**config.mk**
```make
export PLATFORM = sky130hd
export DESIGN_NAME = seg7_mux_driver
export DESIGN_NICKNAME = d
export VERILOG_FILES = /design/src/rtl/seg7_pkg.sv /design/src/rtl/seg7_decode.sv /design/src/rtl/seg7_mux_driver.sv
export SDC_FILE = /design/constraint.sdc
export NUM_CORES = 1
export LEC_CHECK = 0
export CELL_PAD_IN_SITES_DETAIL_PLACEMENT = 0
export CELL_PAD_IN_SITES_GLOBAL_PLACEMENT = 1
export CORE_MARGIN = 3
export CORE_UTILIZATION = 40
export DETAILED_ROUTE_END_ITERATION = 8
export PLACE_DENSITY = 0.88
export RECOVER_POWER = 25
export SLEW_MARGIN = 5
export SYNTH_ARGS = -nofsm -noshare
export SYNTH_HDL_FRONTEND = slang
export SYNTH_HIERARCHICAL = 1
export SYNTH_SLANG_ARGS = --single-unit
```
**constraint.sdc**
```tcl
create_clock -name clk -period 2.8 [get_ports clk]
set_clock_uncertainty 0.15 [all_clocks]
set_input_delay 0.7 -clock clk [delete_from_list [all_inputs] [get_ports clk]]
set_output_delay 0.7 -clock clk [all_outputs]
set_load 0.05 [all_outputs]
```
**src/rtl/seg7_pkg.sv**
```systemverilog
// Shared segment patterns (a..g, MSB = a) and width helper for the seg7 multiplexed driver.
package seg7_pkg;

  localparam logic [6:0] SEG_0   = 7'b1111110;
  localparam logic [6:0] SEG_1   = 7'b0110000;
  localparam logic [6:0] SEG_2   = 7'b1101101;
  localparam logic [6:0] SEG_3   = 7'b1111001;
  localparam logic [6:0] SEG_4   = 7'b0110011;
  localparam logic [6:0] SEG_5   = 7'b1011011;
  localparam logic [6:0] SEG_6   = 7'b1011111;
  localparam logic [6:0] SEG_7   = 7'b1110000;
  localparam logic [6:0] SEG_8   = 7'b1111111;
  localparam logic [6:0] SEG_9   = 7'b1111011;
  localparam logic [6:0] SEG_A   = 7'b1110111;
  localparam logic [6:0] SEG_B   = 7'b0011111;
  localparam logic [6:0] SEG_C   = 7'b1001110;
  localparam logic [6:0] SEG_D   = 7'b0111101;
  localparam logic [6:0] SEG_E   = 7'b1001111;
  localparam logic [6:0] SEG_F   = 7'b1000111;
  localparam logic [6:0] SEG_ERR = 7'b0000001;
  localparam logic [6:0] SEG_OFF = 7'b0000000;

  // Bit width needed to count 0..n-1, never less than one bit.
  function automatic int clog2_min1(input int n);
    return (n <= 1) ? 1 : $clog2(n);
  endfunction

endpackage

```
**src/rtl/seg7_decode.sv**
```systemverilog
// Combinational nibble to a..g decoder; hex_mode selects A..F glyphs, otherwise 10..15 show the error pattern.
module seg7_decode
  import seg7_pkg::*;
(
  input  logic [3:0] nibble,
  input  logic       hex_mode,
  output logic [6:0] seg
);

  always_comb begin
    seg = SEG_ERR;
    case (nibble)
      4'h0: seg = SEG_0;
      4'h1: seg = SEG_1;
      4'h2: seg = SEG_2;
      4'h3: seg = SEG_3;
      4'h4: seg = SEG_4;
      4'h5: seg = SEG_5;
      4'h6: seg = SEG_6;
      4'h7: seg = SEG_7;
      4'h8: seg = SEG_8;
      4'h9: seg = SEG_9;
      4'hA: seg = hex_mode ? SEG_A : SEG_ERR;
      4'hB: seg = hex_mode ? SEG_B : SEG_ERR;
      4'hC: seg = hex_mode ? SEG_C : SEG_ERR;
      4'hD: seg = hex_mode ? SEG_D : SEG_ERR;
      4'hE: seg = hex_mode ? SEG_E : SEG_ERR;
      4'hF: seg = hex_mode ? SEG_F : SEG_ERR;
      default: seg = SEG_ERR;
    endcase
  end

endmodule

```
**src/rtl/seg7_mux_driver.sv**
```systemverilog
// Time-multiplexed NUM_DIGITS 7-segment driver with registered seg_7/an outputs.
// Optional leading-zero blanking is enabled by defining SEG7_LZB_EN.
module seg7_mux_driver
  import seg7_pkg::*;
#(
  parameter int NUM_DIGITS    = 4,
  parameter int REFRESH_DIV   = 50000,
  parameter int HEX_MODE      = 0,
  parameter int AN_ACTIVE_LOW = 1,
  localparam int DIDX_W       = clog2_min1(NUM_DIGITS)
) (
  input  logic                    clk,
  input  logic                    rst_n,
  input  logic                    load,
  input  logic [4*NUM_DIGITS-1:0] value,
  input  logic                    blank,
  output logic [0:6]              seg_7,
  output logic [NUM_DIGITS-1:0]   an,
  output logic [DIDX_W-1:0]       digit_idx,
  output logic                    frame_done
);

  localparam int PRE_W = clog2_min1(REFRESH_DIV);
  localparam logic [NUM_DIGITS-1:0] AN_OFF = (AN_ACTIVE_LOW != 0) ? '1 : '0;

  logic [PRE_W-1:0]        prescaler;
  logic [4*NUM_DIGITS-1:0] value_reg;
  logic [3:0]              nibbles [NUM_DIGITS];
  logic [3:0]              cur_nibble;
  logic [6:0]              dec_seg;
  logic [NUM_DIGITS-1:0]   onehot;
  logic [NUM_DIGITS-1:0]   an_on;
  logic                    terminal;
  logic                    digit_last;
  logic                    zero_blank;

  genvar gi;
  generate
    for (gi = 0; gi < NUM_DIGITS; gi++) begin : g_nib
      assign nibbles[gi] = value_reg[4*gi +: 4];
    end
  endgenerate

`ifdef SEG7_LZB_EN
  // A digit goes dark when it and every more significant nibble are zero; digit 0 always shows.
  logic [NUM_DIGITS-1:0] lead_zero;
  generate
    for (gi = 0; gi < NUM_DIGITS; gi++) begin : g_lzb
      if (gi == 0) begin : g_first
        assign lead_zero[gi] = 1'b0;
      end else begin : g_upper
        assign lead_zero[gi] = (value_reg[4*NUM_DIGITS-1:4*gi] == '0);
      end
    end
  endgenerate
  assign zero_blank = lead_zero[digit_idx];
`else
  assign zero_blank = 1'b0;
`endif

  assign cur_nibble = nibbles[digit_idx];
  assign terminal   = (prescaler == PRE_W'(REFRESH_DIV - 1));
  assign digit_last = (digit_idx == DIDX_W'(NUM_DIGITS - 1));

  seg7_decode u_decode (
    .nibble   (cur_nibble),
    .hex_mode (HEX_MODE != 0),
    .seg      (dec_seg)
  );

  always_comb begin
    onehot            = '0;
    onehot[digit_idx] = 1'b1;
  end

  assign an_on = (AN_ACTIVE_LOW != 0) ? ~onehot : onehot;

  always_ff @(posedge clk) begin
    if (!rst_n) begin
      prescaler  <= '0;
      digit_idx  <= '0;
      value_reg  <= '0;
      frame_done <= 1'b0;
      seg_7      <= SEG_OFF;
      an         <= AN_OFF;
    end else begin
      if (terminal) begin
        prescaler <= '0;
        digit_idx <= digit_last ? '0 : digit_idx + 1'b1;
      end else begin
        prescaler <= prescaler + 1'b1;
      end
      frame_done <= terminal && digit_last;
      if (load) begin
        value_reg <= value;
      end
      // Outputs sample the pre-edge digit and value, hence the one-cycle lag behind digit_idx.
      seg_7 <= (blank || zero_blank) ? SEG_OFF : dec_seg;
      an    <= blank ? AN_OFF : an_on;
    end
  end

endmodule

```
* Yosys cells after proc, flatten, opt, wreduce, memory -nomap -nowiden
Cells that the tools add are included.
** Cells by class
- Equality and inequality tests :: 17
- Add/subtract/negate cells :: 2
- Multiply operators :: 0
- Shifts and indexed selects :: 0
- Divide/modulo/power cells :: 0
- Bitwise gates (word level) :: 3
- Reductions and logical operators :: 6
- Muxes and demuxes :: 7
- Order comparisons :: 3
** Operator list (number)
- 7-bit case mux with 11 select lines :: 1
- 4-bit equality test, second input constant :: 8
- 16-bit by 1-bit adder with 16-bit output, second input constant :: 1
- 16-bit equality test, second input constant :: 1
- 4-bit by 3-bit equality test with 1-bit output, second input constant :: 4
- 4-bit binary-select mux with 2-bit select :: 1
- 4-bit by 2-bit equality test with 1-bit output, second input constant :: 2
- 4-bit 2-to-1 mux :: 2
- 6-bit OR reduction :: 1
- 4-bit by 1-bit equality test with 1-bit output, second input constant :: 1
- 4-bit logical NOT :: 1
- 4-bit NOT :: 1
- 2-bit OR reduction :: 2
- 3-bit greater-or-equal comparator, second input constant :: 1
- 2-bit by 3-bit less-than comparator with 1-bit output, second input constant :: 1
- 2-bit NOT with 3-bit output :: 1
- 2-bit by 1-bit adder with 2-bit output, second input constant :: 1
- 1-bit demux with 2-bit select :: 1
- 2-bit equality test, second input constant :: 1
- 2-bit by 1-bit greater-or-equal comparator with 1-bit output, second input constant :: 1
- 1-bit logical AND :: 2
- 2-bit 2-to-1 mux :: 1
- 1-bit 2-to-1 mux :: 1
- 1-bit NOT :: 1
** Word-level totals
- Memories kept :: 0
- Register bits after elaboration :: 46
- RAM bits :: 0
- Memory bits (read-only) :: 0
- Bits in latches :: 0
- Bits of input ports :: 20
- Output and inout port bits :: 14

* Longest topological paths before layout
- Word-level depth :: 7
- Depth in mapped cells :: 7

* Cells and area by module
Netlist, hierarchy kept.
** Modules (own cells, without submodules)
- seg7_mux_driver :: instances 1, seq. area each 920.9 sq um, area an instance 1831.8 sq um, cells an instance 177
- seg7_decode :: instances 1, seq. area each 0.0 sq um, area an instance 241.5 sq um, cells an instance 40

* Worst setup path before layout
Ideal clock, no wire load.
- Path type :: register to register
- From :: register digit_idx[0]
- To :: register seg_7[0] in the netlist's numbering
- Path slack :: 293 ps
- Data required time :: 2535 ps
- Cell stages (with the launch flop) :: 7
- Setup time :: 115 ps
- Data arrival time :: 2242 ps
- Period minus slack after synthesis :: 2507 ps
- Buffers on the path :: 2
- Cell sequence :: dfxtp_1 > clkbuf_1 > mux4_2 > clkbuf_1 > a222oi_1 > o21ai_1 > and2_1
** Between the ends
- Word-level cells in the longest chain between the ends :: 7
** Ends and longest elaborated chain
- from (decl) :: line seg7_mux_driver.sv:19 : output logic [DIDX_W-1:0] digit_idx,
- from (signal assigned) :: line seg7_mux_driver.sv:89 : digit_idx <= digit_last ? '0 : digit_idx + 1'b1;
- 2-bit NOT with 3-bit output (implied by the code) (*) :: line seg7_mux_driver.sv:61 : assign cur_nibble = nibbles[digit_idx];
- 4-bit binary-select mux with 2-bit select (*) :: line seg7_mux_driver.sv:61
- 4-bit 2-to-1 mux (implied by the code) (*) (2 in series) :: line seg7_mux_driver.sv:61
- named net cur_nibble[0] :: line seg7_mux_driver.sv:29 : logic [3:0] cur_nibble;
- 4-bit equality test :: line seg7_decode.sv:12 : case (nibble)
- 6-bit OR reduction (no source line)
- 7-bit case mux with 11 select lines (*) :: line seg7_decode.sv:12
- named net dec_seg[6] :: line seg7_mux_driver.sv:30 : logic [6:0] dec_seg;
- to (signal assigned) :: line seg7_mux_driver.sv:98 : seg_7 <= (blank || zero_blank) ? SEG_OFF : dec_seg;
- to (decl) :: line seg7_mux_driver.sv:17 : output logic [0:6] seg_7,
The timed path passes the listed nets; every way through them passes the cells marked *. The select of a mux whose other input is x is not followed.
A chain may end at the register's enable or synchronous reset.

* Worst setup path in the final report
- From :: register digit_idx[0]
- To :: output digit_idx[0]
No word-level cell between the ends.

==> flow_metrics.py <==
metrics = {
    "global_routing": {
        "grt_pass1_wl_um": 6730,
        "grtUsageMet3": 0.0464,
        "track_usage": 0.141,
        "overflow": 0,
        "gr-max-usage-layer": "met2",
        "met2_usage": 0.211,
        "grt_max_degree": 23,
        "use_met1": 0.187,
        "antenna_found_initial": 0,
        "grt_pass1_vias": 1432,
    },
    "place": {
        "hpwl_um": 2720,
        "port_buffers": 33,
        "place_area_um2": 2450,
        "gp_congestion": 0.739,
        "dpl_worst_slack_ns": 0.469,
    },
    "critical_path": {
        "crit_arrival_ns": 1.80,
        "worstSetupPathType": "flip-flop to primary output",
        "path_max_fanout": 10,
        "crit_required_ns": 1.95,
        "crit_chain": "clkdlybuf4s50_1",
        "critical-path-top-delay-family": "buffers and inverters",
        "critPathLaunchType": "flip-flop",
        "critPathSlowestCell": "clkdlybuf4s50_1",
        "critPathMaxStageDelay_ns": 0.91,
        "end_kind": "primary output",
        "cp.buffers_inverters": 1,
        "rrSetupSlack_ns": 0.49,
    },
    "synthesis": {
        "synthAdderAreaFrac": 0.0356,
        "synth_cell_type_count": 43,
        "ys_warn_count": 6,
        "syn_area_um2": 2070,
        "synth_top_area_frac": 0.444,
        "yosys-top-cells-count": "dfxtp_1 (46), nor2_1 (22), nor2b_1 (20)",
        "synth_top_family_by_area": "simple AND/OR/NAND/NOR gates",
        "synth_xor_area_frac": 0.0591,
        "synthArstFlopShare": 0,
        "synth.largest_area_cell": "dfxtp_1",
        "synth_area_leaders": "dfxtp_1 (44%), mux2i_1 (8.2%), nor2b_1 (6.0%)",
        "syn_area_per_cell_um2": 9.55,
        "yosys.area_share.simple": 0.233,
        "yosysMostFrequentCell": "dfxtp_1",
        "syn_inst": 217,
        "yosysSeqAreaShare": 0.444,
        "synth_seq_cells": 46,
        "synth_compound_area_frac": 0.0591,
        "syn-num-nets": 242,
        "yosys_most_used_dff": "dfxtp_1",
        "synthMuxAreaShare": 0.126,
        "synth_edf_count": 0,
    },
    "clocking": {
        "cts_root_buf": "clkbuf_8",
        "path_clk_slew_ns": 0.08,
        "postCtsSetupBuffers": 0,
        "cts_buffers": 5,
        "cts_max_path_buffers": 2,
        "clkSinkCount": 46,
        "clk_latency_ns": 0.29,
        "cts_tree": "done",
        "cts_hold_buffers": 0,
        "ctsResizeCount": 0,
        "htreeDepth": 2,
    },
    "sta": {
        "setup_viol": 0,
        "hold_violations": 0,
        "min_period_over_period": 0.947,
        "worst_pin_slew_ns": 0.788,
        "rsz0062_at_grt": "false",
        "slew_headroom": 0.475,
        "clock.fmax_ghz": 0.377,
        "final.setup.tns_ns": 0,
        "setup_slack_ns": 0.148,
        "finalMaxSlewViolations": 0,
        "period_minus_slack_ns": 2.65,
    },
    "power_and_ir_drop": {
        "p_leak_nw": 0.939,
        "p_total_mw": 1.34,
        "power.density_nw_per_um2": 525,
        "ir_drop_mv": 0.226,
    },
    "layout": {
        "final_nets": 272,
        "n_antenna_cell": 0,
        "areaGrowthSynthToFinish_pct": 23.2,
        "multiInputGateArea_um2": 1070,
        "stdcell_area_um2": 2550,
        "seq_area_um2": 921,
        "drive_above_1_share": 0.0688,
        "nFillCells": 468,
    },
    "die": {
        "num_rows": 25,
        "die_area_um2": 6080,
        "start_util": 0.425,
        "core_um2": 4880,
        "die-width_um": 78.0,
        "die_height_um": 78.0,
        "io_pins": 34,
    },
    "route": {
        "viasPerCell": 4.84,
        "routedWlPerCell_um": 12.0,
        "ant_nets": 0,
        "vias": 1519,
        "drt_wl_total_um": 3770,
        "first_iter_violations": 137,
        "drt-pass1-iter-count": 4,
        "drc": 0,
    },
    "hold_path": {
        "holdCritPathClass": "flip-flop to flip-flop",
    },
    "job": {
        "drv_cap": 0,
    },
    "outcome": {
        "run_status": "finished, final reports clean",
    },
}
layout make-up:
cell class / count / area share
multi-input combinational: 152 / 0.417
clock inverter: 1 / 0.0118
clock buffer: 6 / 0.0323
sequential: 46 / 0.360
timing repair buffer: 36 / 0.137
inverter: 6 / 0.00881
tap: 67 / 0.0328
report_power, final:
group	leakage [nW]	internal [mW]	total, mW	switching [mW]
registers	0.376	0.679	0.690	0.0114
clock network	0.0573	0.285	0.486	0.201
logic	0.505	0.0808	0.166	0.0847
routing by layer:
| layer | up-vias | wire [um] |
|---|---|---|
| li1 | 796 | - |
| met5 | - | 0 |
| met2 | 39 | 1690 |
| met4 | 0 | 29 |
| met1 | 682 | 1880 |
| met3 | 2 | 176 |
kinds of logic (layout without fill, tap and decap cells):
logic type | after synthesis | in the layout
muxes | 21 | 21
DFF | 46 | 46
and+or+nand+nor | 91 | 91
adders and majority gates | 6 | 6
other | 1 | 1
xor gates and xnor gates | 14 | 14
buffers and inverters | 19 | 49
AOI/OAI and AO/OA | 19 | 19
worst register-to-register path, stage by stage, from the launching register on:
cell	delay, ns
dfxtp_1	0.60
mux4_2	0.71
nor2_1	0.38
a21oi_1	0.09
a22oi_1	0.20
and2_1	0.14
stage by stage:
| stage | hold WS, ns | cells | utilization |
|---|---|---|---|
| global route | 0.362 | 314 | 0.524 |
| detailed placement | 0.309 | 307 | 0.501 |
| finish | 0.320 | 314 | 0.524 |
| floorplan | 0.280 | 217 | - |
| global placement | 0.296 | 307 | 0.501 |
| CTS | 0.326 | 314 | 0.524 |
path summary, 6_finish.rpt:
| kind | from | endpoint | depth (start not counted) |
|---|---|---|---|
| setup reg to reg | digit_idx[0] | seg_7[3] | 5 |
| hold reg to reg | prescaler[0] | prescaler[0] | 1 |
| setup / recovery | digit_idx[0] | digit_idx[0] | 1 |
| hold / removal | prescaler[0] | prescaler[0] | 1 |
placed cells by master (no fill, tap or decap), drive strengths merged, types with 3 or more instances in the layout:
cell	n
inv	6
clkbuf	7
xnor2	12
o21ai	4
nand3	5
and2	9
ha	5
a21oi	5
mux2i	17
nor2b	20
nand2	14
nor4	3
dfxtp	46
nand4	3
nor2	22
clkdlybuf4s50	33
nor3	4
mux4	4
No activity file was read; power rests on OpenSTA's default activity.
